File: config.mk
export PLATFORM = sky130hd
export DESIGN_NAME = cla_adder
export DESIGN_NICKNAME = d
export VERILOG_FILES = /design/src/rtl/cla_pkg.sv /design/src/rtl/cla4_block.sv /design/src/rtl/cla_adder.sv
export SDC_FILE = /design/constraint.sdc
export NUM_CORES = 1
export LEC_CHECK = 0
export CAP_MARGIN = 15
export CORE_AREA = 5 5 42 44
export DETAILED_ROUTE_END_ITERATION = 16
export DIE_AREA = 0 0 47 49
export GPL_TIMING_DRIVEN = 0
export HOLD_SLACK_MARGIN = 0.05
export SLEW_MARGIN = 25
export SYNTH_ARGS = -nofsm -noshare
export SYNTH_HDL_FRONTEND = slang
export SYNTH_HIERARCHICAL = 1
export SYNTH_SLANG_ARGS = --single-unit
File: constraint.sdc
create_clock -name clk -period 0.8 [get_ports clk]
set_input_delay 0.16 -clock clk [delete_from_list [all_inputs] [get_ports clk]]
set_output_delay 0.16 -clock clk [all_outputs]
set_load 0.02 [all_outputs]
File: src/rtl/cla_pkg.sv
// Shared constants and helpers for the carry-lookahead adder.
// The group size is fixed at 4 bits; the word is built from whole groups.
package cla_pkg;

  localparam int CLA_GROUP = 4;

  function automatic int cla_num_groups(input int width);
    return width / CLA_GROUP;
  endfunction

endpackage

File: src/rtl/cla4_block.sv
// 4-bit first-level lookahead group: sum bits plus the group propagate/generate
// consumed by the second-level carry network in the top.
module cla4_block
  import cla_pkg::*;
(
  input  logic [3:0] a,
  input  logic [3:0] b,
  input  logic       ci,
  output logic [3:0] s,
  output logic       pg,
  output logic       gg
);

  logic [3:0] p_s;
  logic [3:0] g_s;
  logic [3:0] c_s;

  // Expanded (non-rippling) carries, sum bits and group propagate/generate.
  always_comb begin
    p_s    = a ^ b;
    g_s    = a & b;
    c_s[0] = ci;
    c_s[1] = g_s[0] | (p_s[0] & ci);
    c_s[2] = g_s[1] | (p_s[1] & g_s[0]) | (p_s[1] & p_s[0] & ci);
    c_s[3] = g_s[2] | (p_s[2] & g_s[1]) | (p_s[2] & p_s[1] & g_s[0])
           | (p_s[2] & p_s[1] & p_s[0] & ci);
    s      = p_s ^ c_s;
    pg     = &p_s;
    gg     = g_s[3] | (p_s[3] & g_s[2]) | (p_s[3] & p_s[2] & g_s[1])
           | (p_s[3] & p_s[2] & p_s[1] & g_s[0]);
  end

endmodule

File: src/rtl/cla_adder.sv
// Registered two-level carry-lookahead adder: {cout, sum} = a + b + cin,
// one cycle of latency, outputs cleared asynchronously by rst.
module cla_adder
  import cla_pkg::*;
#(
  parameter int WIDTH = 4
) (
  input  logic             clk,
  input  logic             rst,
  input  logic [WIDTH-1:0] a,
  input  logic [WIDTH-1:0] b,
  input  logic             cin,
  output logic [WIDTH-1:0] sum,
  output logic             cout,
  output logic             pg,
  output logic             gg
);

  localparam int NG = cla_num_groups(WIDTH);

  if ((WIDTH % CLA_GROUP) != 0 || WIDTH < CLA_GROUP) begin : g_bad_width
    $error("cla_adder: WIDTH must be a positive multiple of 4");
  end

  logic [NG-1:0]    grp_pg_s;
  logic [NG-1:0]    grp_gg_s;
  logic [NG:0]      grp_c_s;
  logic [NG:0]      gen_src_s;
  logic [WIDTH-1:0] sum_s;
  logic             word_gg_s;
  logic             acc_s;
  logic             term_s;

  logic [WIDTH-1:0] sum_d, sum_q;
  logic             cout_d, cout_q;
  logic             pg_d, pg_q;
  logic             gg_d, gg_q;

  for (genvar gi = 0; gi < NG; gi++) begin : g_grp
    cla4_block u_blk (
      .a  (a[gi*CLA_GROUP +: CLA_GROUP]),
      .b  (b[gi*CLA_GROUP +: CLA_GROUP]),
      .ci (grp_c_s[gi]),
      .s  (sum_s[gi*CLA_GROUP +: CLA_GROUP]),
      .pg (grp_pg_s[gi]),
      .gg (grp_gg_s[gi])
    );
  end

  // Second-level lookahead: carry into group k is the OR over every earlier
  // generate source (cin is source 0) ANDed with all propagates above it.
  always_comb begin
    grp_c_s   = {(NG+1){1'b0}};
    gen_src_s = {grp_gg_s, cin};
    word_gg_s = 1'b0;
    acc_s     = 1'b0;
    term_s    = 1'b0;
    for (int k = 0; k <= NG; k++) begin
      acc_s = 1'b0;
      for (int j = 0; j <= k; j++) begin
        term_s = gen_src_s[j];
        for (int m = j; m < k; m++) begin
          term_s = term_s & grp_pg_s[m];
        end
        acc_s = acc_s | term_s;
      end
      grp_c_s[k] = acc_s;
    end
    // Word generate excludes source 0 so it does not depend on cin.
    for (int j = 1; j <= NG; j++) begin
      term_s = gen_src_s[j];
      for (int m = j; m < NG; m++) begin
        term_s = term_s & grp_pg_s[m];
      end
      word_gg_s = word_gg_s | term_s;
    end
  end

  // Next-state values for the output registers.
  always_comb begin
    sum_d  = sum_s;
    cout_d = grp_c_s[NG];
    pg_d   = &grp_pg_s;
    gg_d   = word_gg_s;
  end

  // Output registers, cleared asynchronously.
  always_ff @(posedge clk or posedge rst) begin
    if (rst) begin
      sum_q  <= {WIDTH{1'b0}};
      cout_q <= 1'b0;
      pg_q   <= 1'b0;
      gg_q   <= 1'b0;
    end else begin
      sum_q  <= sum_d;
      cout_q <= cout_d;
      pg_q   <= pg_d;
      gg_q   <= gg_d;
    end
  end

  assign sum  = sum_q;
  assign cout = cout_q;
  assign pg   = pg_q;
  assign gg   = gg_q;

endmodule

* After elaboration in Yosys (flattened, before gate mapping)
Index checks and enable logic that the tools add are counted.
** Word-level totals
- Register bits :: 7
- Word-level logic and storage cells :: 33
- Input port bits :: 11
- Output and inout port bits :: 7
** Operators by class
- Bitwise operators :: 28
- Reductions and logical operators :: 1
** Operators with widths (number)
- $and A1 B1 Y1 :: 15
- $or A1 B1 Y1 :: 10
- $xor A4 B4 Y4 :: 2
- $and A4 B4 Y4 :: 1
- $reduce_and A4 Y1 :: 1

* Depth between registers and ports, before layout
- Word-level depth :: 6
- Gate-level depth with buffers :: 5

* Hierarchy
Netlist, hierarchy kept.
** By module, submodules not included
- cla_adder :: area each 186.4 sq um, cells an instance 9, times used 1
- cla4_block :: area each 182.7 sq um, cells an instance 22, times used 1

* Worst setup path before layout
Ideal clock, no wire load.
- Path kind :: input -> register
- From :: in a[2]
- To :: reg cout_q (netlist: cout)
- Setup time :: 0.118 ns
- Arrival :: 1.052 ns
- Setup slack :: -0.370 ns
- Stages on the path :: 5
- Data required time :: 0.682 ns
- Path through :: ha_1 a21oi_1 nand2_1 a21o_1 a21o_1
** Between the ends
- Cells in the longest elaborated chain, start to end :: 6
** Ends and longest elaborated chain
- start, declared :: RTL line cla_adder.sv:10 : input logic [WIDTH-1:0] a,
- $and A4 B4 Y4 / $xor A4 B4 Y4 (equally long branches) :: RTL line cla4_block.sv:21, cla4_block.sv:20
- $and A1 B1 Y1 (on tied branches) :: RTL line cla4_block.sv:29, cla4_block.sv:30
- $or A1 B1 Y1 (tied with other cells) :: RTL line cla4_block.sv:29 : gg = g_s[3] | (p_s[3] & g_s[2]) | (p_s[3] & p_s[2] & g_s[1])
- $or A1 B1 Y1 / $and A1 B1 Y1 (equally long branches) :: RTL line cla4_block.sv:29, cla4_block.sv:30
- $or A1 B1 Y1 (*) :: RTL line cla4_block.sv:30 : | (p_s[3] & p_s[2] & p_s[1] & g_s[0]);
- net gg_d :: RTL line cla_adder.sv:37 : logic gg_d, gg_q;
- $or A1 B1 Y1 (*) :: RTL line cla_adder.sv:65 : acc_s = acc_s | term_s;
- net acc_s :: RTL line cla_adder.sv:31 : logic acc_s;
- end signal, assigned :: RTL line cla_adder.sv:96 : cout_q <= cout_d;
- end, declared :: RTL line cla_adder.sv:35 : logic cout_d, cout_q;
The timed path passes the listed nets; every way through them passes the cells marked *.

* Worst setup path after layout
Ends and elaborated chain as after synthesis.

==> summary.md <==
| Metric | Value |
|---|---|
| Status | finished, violations left |
| Failing checks | setup timing |
| Startpoint types | primary input |
| Number of I/O port buffers | 17 |
| GR Util met2 | 10.4% |
| #FFs+latches synth | 7 |
| I/O pin cnt | 18 |
| Crit Path Max Fanout | 4 |
| Crit-path cells | buf_6 -> ha_4 -> a21oi_4 -> nand2_2 -> a21o_1 -> a21o_1 |
| Setup violations, final | 9 |
| Commonest non-fill, non-tap cell in the layout | buf_6 |
| CP Class | in -> reg |
| FILL cells | 143 |
| Clk buf depth | 2 |
| WL final | 792 um |
| First-pass GRT wire length | 1150 um |
| Final cell count without fillers | 74 |
| Yosys warns | 6 |
| Hold Fails Final Rpt | 0 |
| Number of global-route vias before repair | 313 |
| Final Cycle Share | 115% |
| Maxcap violations | 0 |
| CTS tree | built |
| Largest net degree at the start of global routing | 8 |
| Crit path time final | 921 ps |
| Worst path max stage delay | 260 ps |
| Synth Area in Adders | 22.4% |
| Worst hold path class | in -> async |
| Worst VDD drop | 513 uV |
| Met1 usage | 7.73% |
| Mapped cell area | 369 um2 |
| Synth Instances | 31 |
| WP data required | 940 ps |
| Pwr dens | 1680 nW/um2 |
| Compound-Gate Fraction of Synth Area | 9.83% |
| Mux share of post-synthesis cell area | 0% |
| Die width | 47 um |
| Normalized max-slew margin | 84.1% |
| Largest family of logic cells by synthesized area | adder cells |
| Simple-Gate Fraction of Synth Area | 8.14% |
| Met3 usage in global routing | 0% |
| RSZ-0062 raised after global routing | yes |
| Clock Pin Slew Worst Setup and Hold Paths | 50 ps |
| Final Max Tran Viols | 0 |
| Initial core utilization | 26.3% |
| Hold buffers post-CTS | 0 |
| Seq/Total Area, Yosys | 47.5% |
| Fmax | 1.09 GHz |
| Multi-input logic area | 270 um2 |
| Clk Tree Root Cell | clkbuf_4 |
| Clk sinks | 7 |
| Layout cells sized above 1 | 62.1% |
| Initial antenna violation count | 0 |
| Leakage | 0.350 nW |
| Most frequent cells in the layout | buf_6, dfrtp_1 |
| Vias | 318 |
| CTS H-tree lvls | 1 |
| Pwr Total | 1.22 mW |
| XOR/XNOR Fraction of Synth Area | 7.12% |
| Die ar. | 2300 um2 |
| DR DRC count | 0 |
| Crit end category | flop |
| CP max-delay cell | ha_4 |
| Synth-to-Final Area Change | 96.9% |
| Syn avg cell area | 11.9 um2 |
| Crit path DAT | 1060 ps |
| Iteration-0 DRC count of the detailed router | 0 |
| Post-synth cell types | 13 |
| TritonRoute pass-1 iters | 1 |
| Post-Place Cells | 64 |
| Syn Nets | 48 |
| Busiest layer in global routing | met2 |
| DPL Wire Length | 540 um |
| Congestion Overflow GR | 0 |
| Antenna diodes | 0 |
| Height of the die | 49 um |
| Row count | 14 |
| CP dominant cell by count | a21o_1 |
| RePlAce Congestion | 0.677 |
| Worst-Margin Slew | 239 ps |
| Cts bufs inserted | 3 |
| DR WL/cell | 10.7 um |
| Register cell area after layout | 175 um2 |
| Setup TNS Final | -920 ps |
| Core ar. | 1400 um2 |
| Final net count | 76 |
| Setup ws final | -121 ps |
| Antenna viol nets, final | 0 |
| Mean number of vias per cell | 4.30 |
| Total GRT Usage | 7.19% |
## timing repair
item / CTS / global route
setup buffers: 4 / 2
pin swaps: 8 / 6
endpoints found under the setup margin: 14 / 11
resized for setup: 78 / 9
## flip-flops by register name (all words and copies together) (netlist names)
signal / count
cout: 1
gg: 1
pg: 1
sum: 4
## report_power, final
| group | switching (mW) | total, mW | internal (mW) |
|---|---|---|---|
| Clock | 0.120 | 0.309 | 0.190 |
| Sequential | 0.0224 | 0.430 | 0.408 |
| Combinational | 0.215 | 0.484 | 0.269 |
| Total | 0.357 | 1.22 | 0.867 |
## critical path: cells and delay by family
kind / cells / cell delay [ps]
compound gates: 3 / 480
fa+ha+maj: 1 / 260
buf+inv: 1 / 100
simple gates: 1 / 60
## per-stage QoR
stage	setup slack (ps)	util (%)	cell area (um2)	hold WS, ps
after floorplan	-185	-	420	-36.6
after global placement	-735	43.6	611	399
after detailed placement	-735	43.6	611	397
after CTS	-119	48.3	677	132
after global routing	-144	51.9	727	181
final	-121	51.9	727	134
## routing by layer
metal,vias to the layer above,wire (um)
li1,157,-
met1,145,304
met2,14,404
met3,2,67
met4,0,14
met5,-,0
## final cells by class
type                       count  share of cell area [%]
multi-input combinational     19                    37.2
timing repair buffer          23                    28.7
sequential                     7                    24.1
clock buffer                   4                    3.61
inverter                       5                    3.61
tap                           16                    2.75
## how the worst max path moves through the flow
stage / from / to / slack [ps] / cells past startpoint
3_3_place_gp: cin / sum[0] / -730 / 4
3_5_place_dp: cin / sum[0] / -730 / 4
6_report: a[2] / cout / -120 / 6
4_1_cts: sum[1] / sum[1] / -120 / 1
5_1_grt: b[2] / sum[3] / -140 / 6
2_1_floorplan: a[2] / cout / -180 / 5
## logic make-up (layout without fill, tap and decap cells)
logic type	count (synthesis)	after routing
buffers and inverters	5	32
AOI/OAI and AO/OA	5	5
adders and majority gates	6	6
DFF	7	7
and+or+nand+nor	5	5
xor gates and xnor gates	3	3
## Yosys cell counts
cell type | instances | area [um2]
a21o_1 | 3 | 22.5
a21oi_1 | 1 | 5.00
a21oi_2 | 1 | 8.76
and4_2 | 1 | 10.0
dfrtp_1 | 7 | 175
fa_1 | 1 | 20.0
ha_1 | 5 | 62.6
inv_1 | 5 | 18.8
nand2_1 | 1 | 3.75
nand3_1 | 2 | 10.0
nand4_1 | 1 | 6.26
xnor2_1 | 2 | 17.5
xor2_1 | 1 | 8.76
(Power assumes the default switching activity.)
